==> src/rtl/i2c_pkg.sv <==
// ---------------------------------------------------------------------------
// i2c_pkg
// Shared constants and types for the I2C line monitor. The slave controller
// bench also uses it.
//   I2C_FILTER_LEN_DEFAULT  default glitch-filter length (samples)
//   I2C_TIMEOUT_DEFAULT     default SCL-low timeout (clk cycles)
//   I2C_TO_CNT_W            width of the timeout counter
//   I2C_LINE_IDLE           idle (released) level of an open-drain I2C line
//   bus_state_e             bus tracking state
//   filter_last()           last count value before a filtered line commits
// ---------------------------------------------------------------------------
package i2c_pkg;

    localparam int              I2C_FILTER_LEN_DEFAULT = 3;
    localparam int              I2C_TO_CNT_W           = 16;
    localparam logic [15:0]     I2C_TIMEOUT_DEFAULT    = 16'd50000;
    localparam logic            I2C_LINE_IDLE          = 1'b1;

    typedef enum logic {
        BUS_IDLE = 1'b0,
        BUS_BUSY = 1'b1
    } bus_state_e;

    // The filter count starts at 0 on the first differing sample. The line
    // therefore flips on the sample where the count already equals len-1.
    function automatic logic [3:0] filter_last(input int len);
        return 4'(len - 1);
    endfunction

endpackage

==> src/rtl/i2c_line_monitor_if.sv <==
// ---------------------------------------------------------------------------
// i2c_line_monitor_if
// Raw pad inputs and filtered/decoded outputs of the I2C line monitor.
//   master : the environment side; it drives the raw lines and timeout_en
//            and observes the monitor outputs.
//   slave  : the monitor itself.
// Signals:
//   scl_raw, sda_raw   pad inputs, asynchronous to clk
//   timeout_en         enables the SCL-stuck timeout
//   scl, sda           filtered lines
//   scl_rise, scl_fall one-cycle filtered SCL edge pulses
//   start_detected     one-cycle pulse on START or repeated START
//   stop_detected      one-cycle pulse on STOP
//   bus_busy           high from START until STOP
//   scl_stuck          SCL held low too long while busy
// ---------------------------------------------------------------------------
interface i2c_line_monitor_if;

    logic scl_raw;
    logic sda_raw;
    logic timeout_en;
    logic scl;
    logic sda;
    logic scl_rise;
    logic scl_fall;
    logic start_detected;
    logic stop_detected;
    logic bus_busy;
    logic scl_stuck;

    modport master (
        output scl_raw, sda_raw, timeout_en,
        input  scl, sda, scl_rise, scl_fall,
               start_detected, stop_detected, bus_busy, scl_stuck
    );

    modport slave (
        input  scl_raw, sda_raw, timeout_en,
        output scl, sda, scl_rise, scl_fall,
               start_detected, stop_detected, bus_busy, scl_stuck
    );

endinterface

==> src/rtl/i2c_glitch_filter.sv <==
// ---------------------------------------------------------------------------
// i2c_glitch_filter
// Two-flop synchronizer followed by a run-length glitch filter for one I2C
// line. The filtered line flips only after FILTER_LEN consecutive
// synchronized samples that differ from it. Any sample equal to the current
// value restarts the run. The latency from a raw edge to the filtered edge
// is 2+FILTER_LEN cycles.
// Ports:
//   clk, rst   clock; asynchronous active-high reset
//   i_raw      raw pad input
//   o_line     filtered line (resets to idle-high)
//   o_rise     one-cycle pulse, high in the cycle o_line goes 0->1
//   o_fall     one-cycle pulse, high in the cycle o_line goes 1->0
// ---------------------------------------------------------------------------
module i2c_glitch_filter
    import i2c_pkg::*;
#(
    parameter int FILTER_LEN = I2C_FILTER_LEN_DEFAULT
) (
    input  logic clk,
    input  logic rst,
    input  logic i_raw,
    output logic o_line,
    output logic o_rise,
    output logic o_fall
);

    localparam logic [3:0] CNT_LAST = filter_last(FILTER_LEN);

    logic [1:0] r_sync;
    logic       r_line;
    logic [3:0] r_cnt;
    logic       r_rise;
    logic       r_fall;

    logic       w_sample;
    logic       w_differs;
    logic       w_commit;

    assign w_sample  = r_sync[1];
    assign w_differs = (w_sample != r_line);
    assign w_commit  = w_differs && (r_cnt == CNT_LAST);

    always_ff @(posedge clk or posedge rst) begin
        if (rst) begin
            r_sync <= {2{I2C_LINE_IDLE}};
            r_line <= I2C_LINE_IDLE;
            r_cnt  <= '0;
            r_rise <= 1'b0;
            r_fall <= 1'b0;
        end else begin
            r_sync <= {r_sync[0], i_raw};
            // The edge pulses are registered together with the line, so
            // they are high exactly in the cycle the line is new.
            r_rise <= w_commit &  w_sample;
            r_fall <= w_commit & ~w_sample;
            if (w_commit) begin
                r_line <= w_sample;
                r_cnt  <= '0;
            end else if (w_differs) begin
                r_cnt  <= r_cnt + 4'd1;
            end else begin
                r_cnt  <= '0;
            end
        end
    end

    assign o_line = r_line;
    assign o_rise = r_rise;
    assign o_fall = r_fall;

endmodule

==> src/rtl/i2c_line_monitor.sv <==
// ---------------------------------------------------------------------------
// i2c_line_monitor
// Filters the SCL/SDA pads and decodes START/STOP conditions. It tracks bus
// occupancy and flags a bus whose SCL is held low too long during a transfer.
// Parameters:
//   FILTER_LEN      samples needed to change a filtered line (1..15)
//   TIMEOUT_CYCLES  cycles of SCL low while busy before scl_stuck
// Ports:
//   clk, rst  clock; asynchronous active-high reset
//   bus       i2c_line_monitor_if.slave (raw lines in, decoded status out)
// ---------------------------------------------------------------------------
module i2c_line_monitor
    import i2c_pkg::*;
#(
    parameter int                      FILTER_LEN     = I2C_FILTER_LEN_DEFAULT,
    parameter logic [I2C_TO_CNT_W-1:0] TIMEOUT_CYCLES = I2C_TIMEOUT_DEFAULT
) (
    input  logic                 clk,
    input  logic                 rst,
    i2c_line_monitor_if.slave    bus
);

    // Index 0 is SCL and index 1 is SDA.
    logic [1:0] w_raw;
    logic [1:0] w_line;
    logic [1:0] w_rise;
    logic [1:0] w_fall;

    assign w_raw = {bus.sda_raw, bus.scl_raw};

    genvar gi;
    generate
        for (gi = 0; gi < 2; gi++) begin : g_filt
            i2c_glitch_filter #(
                .FILTER_LEN (FILTER_LEN)
            ) u_filt (
                .clk    (clk),
                .rst    (rst),
                .i_raw  (w_raw[gi]),
                .o_line (w_line[gi]),
                .o_rise (w_rise[gi]),
                .o_fall (w_fall[gi])
            );
        end
    endgenerate

    // ---------------- START / STOP decode ----------------
    logic r_scl_prev;
    logic w_scl_steady_high;
    logic w_start;
    logic w_stop;

    always_ff @(posedge clk or posedge rst) begin
        if (rst) begin
            r_scl_prev <= I2C_LINE_IDLE;
        end else begin
            r_scl_prev <= w_line[0];
        end
    end

    // SCL must be high now and in the previous cycle. If SCL changes in the
    // same cycle as SDA, this condition fails, so a simultaneous change
    // never decodes as START or STOP.
    assign w_scl_steady_high = w_line[0] & r_scl_prev;
    assign w_start           = w_fall[1] & w_scl_steady_high;
    assign w_stop            = w_rise[1] & w_scl_steady_high;

    // ---------------- bus occupancy FSM ----------------
    bus_state_e r_state;
    bus_state_e w_state_next;

    always_ff @(posedge clk or posedge rst) begin
        if (rst) begin
            r_state <= BUS_IDLE;
        end else begin
            r_state <= w_state_next;
        end
    end

    // A repeated START while busy keeps the FSM in BUSY.
    always_comb begin
        w_state_next = r_state;
        case (r_state)
            BUS_IDLE: if (w_start) w_state_next = BUS_BUSY;
            BUS_BUSY: if (w_stop)  w_state_next = BUS_IDLE;
            default:               w_state_next = BUS_IDLE;
        endcase
    end

    logic w_busy;
    assign w_busy = (r_state == BUS_BUSY);

    // ---------------- SCL-low timeout ----------------
    logic [I2C_TO_CNT_W-1:0] r_to_cnt;
    logic                    w_to_run;
    logic                    w_to_hit;

    assign w_to_run = bus.timeout_en & w_busy & ~w_line[0];
    assign w_to_hit = (r_to_cnt == TIMEOUT_CYCLES);

    always_ff @(posedge clk or posedge rst) begin
        if (rst) begin
            r_to_cnt <= '0;
        end else if (!w_to_run) begin
            r_to_cnt <= '0;
        end else if (!w_to_hit) begin
            r_to_cnt <= r_to_cnt + 1'b1;
        end
    end

    // Gating with w_to_run drops the flag in the first cycle SCL is high,
    // even though the counter clears only on the following edge. STOP needs
    // SCL high, so it is covered by the same gating.
    assign bus.scl_stuck      = w_to_hit & w_to_run;

    assign bus.scl            = w_line[0];
    assign bus.sda            = w_line[1];
    assign bus.scl_rise       = w_rise[0];
    assign bus.scl_fall       = w_fall[0];
    assign bus.start_detected = w_start;
    assign bus.stop_detected  = w_stop;
    assign bus.bus_busy       = w_busy;

endmodule

==> src/flat_wrapper.sv <==
// flat-port wrapper written by rule: the top's interface ports become plain ports
module i2c_line_monitor_flat import i2c_pkg::*;
#(
    parameter int                      FILTER_LEN     = I2C_FILTER_LEN_DEFAULT,
    parameter logic [I2C_TO_CNT_W-1:0] TIMEOUT_CYCLES = I2C_TIMEOUT_DEFAULT
)
  (clk, rst, bus_scl_raw, bus_sda_raw, bus_timeout_en, bus_scl, bus_sda, bus_scl_rise, bus_scl_fall, bus_start_detected, bus_stop_detected, bus_bus_busy, bus_scl_stuck);
  i2c_line_monitor_if bus_i ();
  input  logic clk;
  input  logic rst;
  input wire logic [$bits(bus_i.scl_raw)-1:0] bus_scl_raw;
  input wire logic [$bits(bus_i.sda_raw)-1:0] bus_sda_raw;
  input wire logic [$bits(bus_i.timeout_en)-1:0] bus_timeout_en;
  output wire logic [$bits(bus_i.scl)-1:0] bus_scl;
  output wire logic [$bits(bus_i.sda)-1:0] bus_sda;
  output wire logic [$bits(bus_i.scl_rise)-1:0] bus_scl_rise;
  output wire logic [$bits(bus_i.scl_fall)-1:0] bus_scl_fall;
  output wire logic [$bits(bus_i.start_detected)-1:0] bus_start_detected;
  output wire logic [$bits(bus_i.stop_detected)-1:0] bus_stop_detected;
  output wire logic [$bits(bus_i.bus_busy)-1:0] bus_bus_busy;
  output wire logic [$bits(bus_i.scl_stuck)-1:0] bus_scl_stuck;
  assign bus_i.scl_raw = bus_scl_raw;
  assign bus_i.sda_raw = bus_sda_raw;
  assign bus_i.timeout_en = bus_timeout_en;
  assign bus_scl = bus_i.scl;
  assign bus_sda = bus_i.sda;
  assign bus_scl_rise = bus_i.scl_rise;
  assign bus_scl_fall = bus_i.scl_fall;
  assign bus_start_detected = bus_i.start_detected;
  assign bus_stop_detected = bus_i.stop_detected;
  assign bus_bus_busy = bus_i.bus_busy;
  assign bus_scl_stuck = bus_i.scl_stuck;
  i2c_line_monitor #(.FILTER_LEN(FILTER_LEN), .TIMEOUT_CYCLES(TIMEOUT_CYCLES)) u_core (.clk(clk), .rst(rst), .bus(bus_i));
endmodule
==> config.mk <==
export PLATFORM = sky130hd
export DESIGN_NAME = i2c_line_monitor_flat
export DESIGN_NICKNAME = d
export VERILOG_FILES = /design/src/rtl/i2c_pkg.sv /design/src/rtl/i2c_line_monitor_if.sv /design/src/rtl/i2c_glitch_filter.sv /design/src/rtl/i2c_line_monitor.sv /design/src/flat_wrapper.sv
export SDC_FILE = /design/constraint.sdc
export NUM_CORES = 1
export LEC_CHECK = 0
export BUFFER_PORTS_ARGS = -buffer_cell sky130_fd_sc_hd__clkbuf_2
export CAP_MARGIN = 20
export CORE_MARGIN = 2
export CORE_UTILIZATION = 55
export DETAILED_ROUTE_END_ITERATION = 12
export PLACE_DENSITY = 0.74
export SETUP_SLACK_MARGIN = 0.15
export SLEW_MARGIN = 20
export SYNTH_ARGS = -nofsm -noshare
export SYNTH_HDL_FRONTEND = slang
export SYNTH_SLANG_ARGS = --single-unit
==> constraint.sdc <==
create_clock -name clk -period 1.6 [get_ports clk]
set_input_delay 0.08 -clock clk [delete_from_list [all_inputs] [get_ports clk]]
set_output_delay 0.08 -clock clk [all_outputs]
set_load 0.02 [all_outputs]
==> results of run 1 <==
[timing repair]
item | CTS | global route
setup endpoints to repair | 14 | 26
resized for setup | 9 | 29
pin swaps | 2 | 8
buffers inserted | 8 | 9
endpoints found under the hold margin | 31 | 0
hold buffers | 3 | 0
[final cells by class]
type	instances	area, um2	share of cell area [%]
clock buffers	5	37.5	1.72
flip-flops and latches	36	913	41.8
multi-input cells	106	858	39.3
inverters	7	26.3	1.20
well taps	33	41.3	1.89
clock inverters	3	23.8	1.09
repair buffers	36	284	13.0
[sequential cells by signal, indices dropped and copies added, names as in the netlist]
name,cells
u_core.g_filt.u_filt.o_fall,2
u_core.g_filt.u_filt.o_rise,2
u_core.g_filt.u_filt.o_line,2
u_core.bus.bus_busy,1
u_core.r_scl_prev,1
u_core.g_filt.u_filt.r_cnt,8
u_core.g_filt.u_filt.r_sync,4
u_core.r_to_cnt,16
[layer usage]
metal | vias to the layer above | global-route usage [%] | part of all wire [%]
met5 | - | 0 | 0
met2 | 33 | 34.1 | 50
met3 | 10 | 6.99 | 4.3
met4 | 0 | 9.42 | 2.0
met1 | 674 | 29.9 | 43
li1 | 630 | - | -
[metrics by stage]
stage / cell area [um2] / TNS, ns / utilization (%) / instances / worst slack (ns)
3_3_place_gp: 1800 / 0 / 60.4 / 198 / 0.112
5_1_grt: 2180 / -0.588 / 73.4 / 226 / -0.237
3_5_place_dp: 1800 / 0 / 60.4 / 198 / 0.0741
4_1_cts: 2000 / -0.115 / 67.1 / 217 / -0.115
2_1_floorplan: 1680 / 0 / - / 151 / 0.149
6_report: 2180 / -0.177 / 73.4 / 226 / -0.175
[cells in the final DEF (no fill, tap or decap), types with 6 or more instances in the layout]
cell type and n:
buf_6 6, a21oi_1 8, dfstp_2 7, dfrtp_1 26, clkbuf_2 9, buf_4 17, nand3_1 6, nand2_1 12
nor2_1 10
[final timing paths]
path	endpoint	start	depth (start not counted)
worst max-delay path	bus_scl_stuck	u_core.r_to_cnt[5]	5
worst min-delay path	u_core.r_to_cnt[11]	bus_timeout_en	3
worst max register to register	u_core.r_to_cnt[10]	u_core.r_to_cnt[5]	5
worst min register to register	u_core.g_filt[0].u_filt.r_sync[1]	u_core.g_filt[0].u_filt.r_sync[0]	0
max in group asynchronous	u_core.g_filt[0].u_filt.o_line	rst	4
min in group asynchronous	u_core.g_filt[1].u_filt.r_cnt[3]	rst	4
[logic make-up (layout without fill, tap and decap cells)]
group | Yosys count | in the layout | synth area share (%)
buffers and inverters | 9 | 51 | 2.46
adders and majority gates | 6 | 6 | 4.47
DFF | 36 | 36 | 54.1
muxes | 7 | 7 | 4.32
xor gates and xnor gates | 8 | 8 | 4.17
and+or+nand+nor | 67 | 67 | 24.2
AOI/OAI and AO/OA | 18 | 18 | 6.25
[power groups by stage]
stage	Combinational (W)	Sequential, W	Clock (W)
6_report	0.000560	0.00116	0.000500
5_1_grt	0.000630	0.00118	0.000550
4_1_cts	0.000487	0.00117	0.000519
3_5_place_dp	0.000424	0.00119	0
3_3_place_gp	0.000402	0.00118	0
2_1_floorplan	0.000262	0.00122	0
[synth_stat cells]
cell type  count
dfstp_2        7
nand4_2        1
nor4_1         3
o31ai_1        4
or4_1          4
nor4b_1        2
or3b_2         2
nor3_1         1
nor2_1        11
and4_2         1
nand2_1       12
nand4_4        1
xor2_1         5
and2_1         1
clkbuf_1       1
o21ai_0        4
buf_6          1
mux2_2         2
or3_1          3
inv_1          7
o21a_1         2
xnor2_1        3
ha_1           6
nand3_1        7
mux2i_1        5
nand3b_1       3
and4_1         1
nand2b_1       3
and3b_1        1
a21oi_1        8
nor3b_1        5
and3_1         2
dfrtp_1       29
nand4_1        3
[critical path, cell delays in order, from the launching register on]
cell and delay, ns:
dfrtp_1 0.41, buf_4 0.15, nor4b_4 0.27, nand4_1 0.21, nor2_2 0.15, clkbuf_8 0.16
==> results.md, run 1 <==
- Switching part of the total: about a third
- TritonCTS clock tree: done
- Starting density of the core: 56.4%
- Synth area leader: dfrtp_1
- Final setup vio count: 2
- CP endpoint kind: output port
- Die ar.: between 0.003 and 0.004 mm2
- Max VDD drop: about 950 uV
- Pint: 0.00150 W
- N_diodes: 0
- Core ar.: between 0.002 and 0.003 mm2
- Cell Pwr Density: between 1000 and 1500 mW/mm2
- Initial antenna violation count: 0
- Net Count, Synth: ~160
- First-pass GRT wire length: roughly 5.7 mm
- Grt ovf: 0
- CTS max path bufs: 2
- Leakage Power: a little under 1 nW
- Clk sink count: 36
- Final period util: 111%
- Final slew viol count: 0
- Synth cell types: 34
- Area growth, synth to finish: 30.0%
- Combinational power share: between 20% and 30%
- Vias in the first global route: ~1,200
- Status: complete, but fails checks
- I/O Buffers: 12
- Final nets: between 200 and 250
- Row cnt: 20
- Largest net degree at the start of global routing: 37
- Total power: between 0.002 and 0.0025 W
- Worst Setup Start Kind: register
- Reg2reg setup slack: 0 ns
- Reg power frac: between 50% and 60%
- DRT iter0 DRCs: 57
- Worst setup margin: -0.175 ns
- # IOs: 13
- Synth warn: 0
- Synth Register Bits: 36
- Failing checks: setup timing
- Post-Syn Instances: 151
- Total number of vias: ~1,300
- Post-Syn Area per Cell: roughly 11 um2
- Wire length per cell: approximately 16 um
- CP Data Required Time: ~1.5 ns
- Psw: approximately 0.00073 W
- DP HPWL: 2.04 mm
- Layout cells sized above 1: between 30% and 40%
- Final min period: approximately 1.8 ns
- Post-synth top area share: a little over two fifths
- Hold WS: ~0.3 ns
- Gpl congestion: between 0.7 and 0.8
- Max FO, Critical Path: 2
- Total CTS buffers: 5
- Hold Crit Class: in2reg
- CP Class: reg2out
- Slew @ Worst Pin: 0.465 ns
- Fin. Hold Viols: 0
- Vias per cell: 5.96
- H-tree Lvls: 2
- CP arrival: about 1.7 ns
- Sequential share of the synthesized area: a little over half
- First-pass DRT Iterations: 4
- Post-Synthesis Cell Area: between 0.0015 and 0.002 mm2
- FILL cells: 186
- Clk root buf: clkbuf_4
- Clk_lat worst skew: ~0.35 ns
- Relative slew slack: 68.9%
- Drt drc: 0
- Routed Antenna Nets: 0
- RSZ-0062 raised after global routing: true
- Post-Route WL: between 3 and 4 mm
- Clock power share: between 20 and 25%
- Die W: about 59 um
- Max frequency: 0.564 GHz
- Clk_skew: about 0.011 ns
- Total Routing Usage GR: between 20% and 30%
- Clk slew on worst S/H paths: 0.12 ns
- Synth top area cells: dfrtp_1, dfstp_2, ha_1
- Max_cap viols: 0
- Die Y: slightly below 60 um
(Power assumes the default switching activity.)
==> inputs of run 2 (changes only) <==
--- a/config.mk
+++ b/config.mk
@@ -5,12 +5,10 @@
 export SDC_FILE = /design/constraint.sdc
 export NUM_CORES = 1
 export LEC_CHECK = 0
-export BUFFER_PORTS_ARGS = -buffer_cell sky130_fd_sc_hd__clkbuf_2
-export CAP_MARGIN = 20
-export CORE_MARGIN = 2
 export CORE_UTILIZATION = 55
 export DETAILED_ROUTE_END_ITERATION = 12
-export PLACE_DENSITY = 0.74
+export DONT_BUFFER_PORTS = 1
+export PLACE_DENSITY = 0.7
 export SETUP_SLACK_MARGIN = 0.15
 export SLEW_MARGIN = 20
 export SYNTH_ARGS = -nofsm -noshare
==> run 2 against run 1 <==
Against the previous run:
- the run still ends with setup timing left
- total power grew 6.9%
- register-to-register slack got worse by 0.02 ns
- clock-buffer cell count unchanged
- sequential power is 3% higher
- setup slack improved by 0.084 ns
- core utilization grew 5.1 points
- critical path depth did not move
- critical endpoint unchanged
- largest power group unchanged
==> results.md, run 2 (synthesis results as in run 1) <==
- Largest register FFs: 16
- Most frequent cells in the layout: dfrtp_1, buf_4, nand2_1
- Worst Setup SP: u_core.r_to_cnt[0]
- Final period util: 106%
- Routed Antenna Nets: 0
- FILL cells: roughly 190
- Setup tns final: -0.130 ns
- Initial antenna violation count: 0
- Critical R2R Launch: u_core.r_to_cnt[0]
- Core ar.: around 0.0028 mm2
- Cell Pwr Density: about 1100 mW/mm2
- Status: complete, but fails checks
- CP endpoint kind: output port
- Max frequency: between 0.5 and 0.6 GHz
- Clk_skew: roughly 0.013 ns
- Gpl congestion: between 0.8 and 0.9
- Vias per cell: 5.87
- # IOs: 13
- TritonCTS clock tree: done
- Area growth, synth to finish: 32.1%
- Failing checks: setup timing
- DP HPWL: 2.06 mm
- Clk root buf: clkbuf_4
- Clk sink count: 36
- Wire length per cell: 16.5 um
- CP Class: reg2out
- Drt drc: 0
- Max FO, Critical Path: 2
- Final cell count without fillers: between 200 and 250
- Grt ovf: 0
- DRT iter0 DRCs: 77
- Worst Setup Start Kind: register
- Total CTS buffers: 5
- Slew @ Worst Pin: roughly 0.44 ns
- H-tree Lvls: 2
- Placed cell count: 189
- CTS max path bufs: 2
- Final setup vio count: 3
- CP Data Required Time: between 1.5 and 2 ns
- Row cnt: 19
- Largest net degree at the start of global routing: 37
- Clk_lat worst skew: 0.35 ns
- Clk slew on worst S/H paths: 0.12 ns
- Worst setup margin: -0.0911 ns
- Total Routing Usage GR: ~24%
- Final min period: 1.69 ns
- Max_cap viols: 0
- Max VDD drop: 1000 uV
- Die W: roughly 57 um
- Area of the multi-input gates: 903 um2
- Hold Crit Class: in2reg
- Fin. Hold Viols: 0
- RSZ-0062 raised after global routing: true
- Leakage Power: approximately 1 nW
- Layout Utilization: 78.5%
- Commonest non-fill, non-tap cell in the layout: dfrtp_1
- Layout cells sized above 1: ~40%
- First-pass DRT Iterations: 4
- N_diodes: 0
- Hold WS: around 0.15 ns
- Starting density of the core: around 59%
- Die Y: 57.3 um
- Final slew viol count: 0
- Reg area: roughly 900 um2
- CP arrival: approximately 1.6 ns
- Vias in the first global route: between 1,000 and 1,500
- Die ar.: about 0.0033 mm2
- Total number of vias: around 1,300
- I/O Buffers: 0
- Post-Route WL: roughly 3.6 mm
- First-pass GRT wire length: 5.87 mm
- Final nets: between 150 and 200
- Top reg by flops: u_core.r_to_cnt
- Biggest regs: u_core.r_to_cnt (16), u_core.g_filt.u_filt.r_cnt (8), u_core.g_filt.u_filt.r_sync (4)
- Relative slew slack: 70.6%
- Hold_sp: bus_timeout_en
==> run 2: cell types whose count changed in the layout (fill, tap and decap cells not counted), moves of 2 or more <==
| cell | previous run | this run |
|---|---|---|
| or4_1 | 4 | 2 |
| a21oi_2 | 0 | 4 |
| a21oi_1 | 8 | 4 |
| or4_4 | 0 | 2 |
| clkbuf_2 | 9 | 0 |
==> run 2: critical path: stages, from the launching register on <==
cell and delay, ns:
dfrtp_1 0.42, inv_2 0.09, ha_4 0.13, nor4b_4 0.22
nand4_1 0.20, nor2_4 0.19
==> run 2: stage by stage <==
| stage | instance area (um2) | power [W] | setup WS [ns] |
|---|---|---|---|
| 2_1_floorplan | 1680 | 0.00149 | 0.149 |
| 3_3_place_gp | 1770 | 0.00158 | 0.113 |
| 3_5_place_dp | 1770 | 0.00161 | 0.0597 |
| 4_1_cts | 2060 | 0.00234 | -0.0855 |
| 5_1_grt | 2220 | 0.00251 | -0.181 |
| 6_report | 2220 | 0.00238 | -0.0911 |
==> run 2: layer usage <==
| layer | vias up | global-route usage [%] | wire length [um] |
|---|---|---|---|
| li1 | 607 | - | - |
| met1 | 626 | 30.3 | 1590 |
| met2 | 33 | 37.8 | 1750 |
| met3 | 7 | 6.35 | 156 |
| met4 | 0 | 15.3 | 69 |
| met5 | - | 0 | 0 |
==> run 2: area by class of cell <==
class / instances / area share, %
multi-input combinational: 106 / 40.7
inverter: 7 / 1.18
clock buffer: 5 / 1.69
clock inverter: 3 / 1.92
tap: 31 / 1.75
sequential: 36 / 41.1
timing repair buffer: 29 / 11.7
==> run 2: where the power goes <==
| part | switching, W | internal (W) | leakage, nW |
|---|---|---|---|
| clock network | 0.000316 | 0.000325 | 0.0412 |
| registers | 0.000137 | 0.00106 | 0.470 |
| logic | 0.000268 | 0.000273 | 0.464 |
==> run 2: final timing paths <==
check / to / slack [ns] / cells past startpoint
worst min-delay path: u_core.r_to_cnt[11] / 0.15 / 3
max in group asynchronous: u_core.g_filt[1].u_filt.o_line / 0.99 / 3
worst max-delay path: bus_scl_stuck / -0.09 / 5
worst max register to register: u_core.r_to_cnt[11] / -0.02 / 6
worst min register to register: u_core.g_filt[1].u_filt.r_sync[1] / 0.36 / 0
min in group asynchronous: u_core.r_to_cnt[11] / 0.27 / 3
==> run 2: what timing repair did <==
item | CTS | global route
hold buffers | 3 | 0
cloned | 0 | 0
resized for setup | 19 | 26
endpoints found under the hold margin | 31 | 0
buffers inserted | 10 | 7
endpoints found under the setup margin | 17 | 23
pin swaps | 5 | 9
==> inputs of run 3 (changes only) <==
--- a/config.mk
+++ b/config.mk
@@ -5,6 +5,7 @@
 export SDC_FILE = /design/constraint.sdc
 export NUM_CORES = 1
 export LEC_CHECK = 0
+export ABC_AREA = 1
 export CORE_UTILIZATION = 55
 export DETAILED_ROUTE_END_ITERATION = 12
 export DONT_BUFFER_PORTS = 1
==> run 3 against run 2 <==
Against the previous run:
- sequential power hardly changed
- largest power group unchanged
- combinational power is 23% lower
- worst hold slack better by 0.046 ns
- critical endpoint unchanged
- the run now ends clean
- maximum frequency is 14% higher
- setup slack better by 0.21 ns
- core utilization is 10 points lower
- sequential cell count stayed put
- cell area is 6.6% lower
- register-to-register slack better by 0.25 ns
- sequential share of layout area is 2.8 points higher
==> results.md, run 3 <==
- Layout cells sized above 1: 21.6%
- Max FO, Critical Path: 2
- Clk_skew: between 0.006 and 0.007 ns
- Final min period: 1.48 ns
- Final slew viol count: 0
- Post-Syn Instances: between 200 and 250
- Wire length per cell: 12.2 um
- Synth Register Bits: 36
- Largest register FFs: 16
- DRT iter0 DRCs: ~120
- Fin. Hold Viols: 0
- Final nets: 246
- # IOs: 13
- Gpl congestion: between 0.8 and 0.9
- CP arrival: approximately 1.4 ns
- H-tree Lvls: 2
- End of the critical path: bus_scl_stuck
- Row cnt: 20
- Die Y: approximately 58 um
- R2R Path End: u_core.r_to_cnt[12]
- Max frequency: 0.675 GHz
- Synth warn: 0
- Ys flop type: dfrtp_1
- Grt ovf: 0
- Psw: around 0.00071 W
- Vias in the first global route: 1,390
- Cell Pwr Density: between 1000 and 1500 mW/mm2
- Critical R2R Launch: u_core.r_to_cnt[1]
- Hold WS: 0.198 ns
- Layout Utilization: 68.5%
- Combinational power share: about a fifth
- N_diodes: 0
- Setup tns final: 0 ns
- Vias per cell: 5.24
- First-pass GRT wire length: 5.80 mm
- Worst Setup SP: u_core.r_to_cnt[1]
- Total number of vias: 1,468
- Crit path largest cell delay: about 0.4 ns
- Initial antenna violation count: 0
- CP Class: reg2out
- Total CTS buffers: 5
- Core ar.: about 0.003 mm2
- Worst slack, placed: around 0.21 ns
- CP endpoint kind: output port
- Die ar.: 0.00342 mm2
- Post-synth top area share: 41.4%
- WP buf/inv: 1
- Async set or reset register ratio after synthesis: 100%
- Relative slew slack: 67.3%
- Final setup vio count: 0
- CTS max path bufs: 2
- Status: complete, no violations
- Post-Syn Area per Cell: 8.27 um2
- Clk sink count: 36
- Top delay family on crit path: simple AND/OR/NAND/NOR gates
- Synth area leader: dfrtp_1
- WP depth: 6
- DP HPWL: between 2 and 2.5 mm
- Clk_lat worst skew: 0.34 ns
- R2r worst-path depth: 7
- Fin area: between 0.002 and 0.0025 mm2
- Worst setup margin: roughly 0.12 ns
- Slowest cell on crit path: dfrtp_1
- Post-Synthesis Cell Area: between 0.0015 and 0.002 mm2
- FILL cells: 230
- Worst Setup Start Kind: register
- CP Data Required Time: 1.52 ns
- Starting density of the core: between 50% and 60%
- Most frequent cells in the layout: nor2_1, nand2_1, dfrtp_1
- Number of synthesized flops with an enable pin: 0
- Top reg by flops: u_core.r_to_cnt
- Clk slew on worst S/H paths: between 0.1 and 0.15 ns
- Clock power share: ~24%
- Reg2reg setup slack: between 0.2 and 0.25 ns
- Synth cell types: 22
- Synth top area cells: dfrtp_1, dfstp_2, nor2_1
- Commonest non-fill, non-tap cell in the layout: nor2_1
- Die W: just under 60 um
- RSZ-0062 raised after global routing: true
- Synth cell count leaders: nor2_1, nand2_1, dfrtp_1
- Pint: approximately 0.0014 W
- Area growth, synth to finish: 18.3%
- Post-Route WL: 3.43 mm
- I/O Buffers: 0
- First-pass DRT Iterations: 4
- Max VDD drop: 831 uV
- Sequential share of the synthesized area: between 50% and 60%
- Slew @ Worst Pin: between 0.4 and 0.5 ns
- Total Routing Usage GR: 22.8%
- Clk root buf: clkbuf_4
- Drt drc: 0
- Critical path, cell by cell: inv_2 -> ha_4 -> nand3_2 -> nor2_1 -> nand2_1 -> nor2_4
- Biggest regs: u_core.r_to_cnt (16), u_core.g_filt.u_filt.r_cnt (8), u_core.g_filt.u_filt.r_sync (4)
- Reg power frac: 56.1%
- Largest net degree at the start of global routing: 23
- Leakage Power: around 0.90 nW
- Placed cell areas: around 0.0018 mm2
- Net Count, Synth: about 220
- TritonCTS clock tree: done
- Hold Crit Class: in2async
- Final period util: between 90% and 100%
- Routed Antenna Nets: 0
- Switching part of the total: between 30% and 40%
- Max_cap viols: 0
- Count leader, synth: nor2_1
-- run 3: cell types whose count changed after synthesis, moves of 4 or more --
cell,change
inv_1,+15
mux2i_1,-5
nand2_1,+26
nand3_1,+11
nor2_1,+35
nor3_1,+6
nor3b_1,-4
o21ai_0,+4
o31ai_1,-4
or4_1,-4
-- run 3: per-layer routing --
layer / global-route usage, % / up-vias / wire length [um]
met5: 0 / - / 0
met4: 12.2 / 0 / 78
met3: 4.62 / 9 / 131
met2: 36.9 / 35 / 1660
met1: 28.8 / 694 / 1560
li1: - / 730 / -
-- run 3: worst reg2reg max path: stages (launching register included) --
cell,delay (ns)
dfrtp_1,0.39
buf_4,0.15
ha_2,0.20
nand3_2,0.12
inv_2,0.11
nand3_1,0.10
nor3_1,0.15
nor2_1,0.06
-- run 3: per-stage QoR --
stage | std cells | power [W]
floorplan | 212 | 0.00148
detailed placement | 259 | 0.00158
CTS | 275 | 0.00214
global placement | 259 | 0.00155
finish | 280 | 0.00214
global route | 280 | 0.00228
-- run 3: how the worst min path moves through the flow --
stage	start	to	slack (ns)	depth (start not counted)
final	rst	u_core.g_filt[1].u_filt.r_cnt[1]	0.20	3
after global routing	rst	u_core.r_to_cnt[7]	0.21	3
after CTS	rst	u_core.g_filt[1].u_filt.r_cnt[1]	0.18	3
after detailed placement	rst	u_core.g_filt[1].u_filt.r_cnt[1]	0.01	2
after global placement	rst	u_core.g_filt[1].u_filt.r_cnt[0]	0.00004	2
after floorplan	bus_scl_raw	u_core.g_filt[0].u_filt.r_sync[0]	0.08	0
-- run 3: final cells by class --
class                      count  area (um2)  share of cell area [%]
multi-input combinational    152         807                    38.9
clock inverter                 2        15.0                   0.724
timing repair buffer          17         145                    7.00
sequential                    36         911                    43.9
inverter                      23        88.8                    4.28
clock buffer                   6        51.3                    2.47
tap                           44        55.1                    2.66
-- run 3: power groups by stage --
stage | Combinational (W) | Clock [W] | Sequential, W
5_1_grt | 0.000493 | 0.000573 | 0.00122
6_report | 0.000419 | 0.000522 | 0.00120
3_5_place_dp | 0.000364 | 0 | 0.00121
4_1_cts | 0.000407 | 0.000537 | 0.00120
2_1_floorplan | 0.000260 | 0 | 0.00122
3_3_place_gp | 0.000343 | 0 | 0.00120
-- run 3: logic make-up after synthesis --
group	synth area share, %
AO/OA/AOI/OAI	5.28
XOR/XNOR	2.00
adder cells (fa/ha/maj)	4.28
buffers and inverters	5.57
flip-flops	51.9
AND/OR/NAND/NOR	31.0
-- run 3: timing repair --
action | in CTS | in global routing
buffers inserted | 4 | 5
hold endpoints to repair | 41 | 0
pin swaps | 4 | 3
gates resized for setup | 11 | 12
hold buffers | 4 | 0
endpoints found under the setup margin | 3 | 14
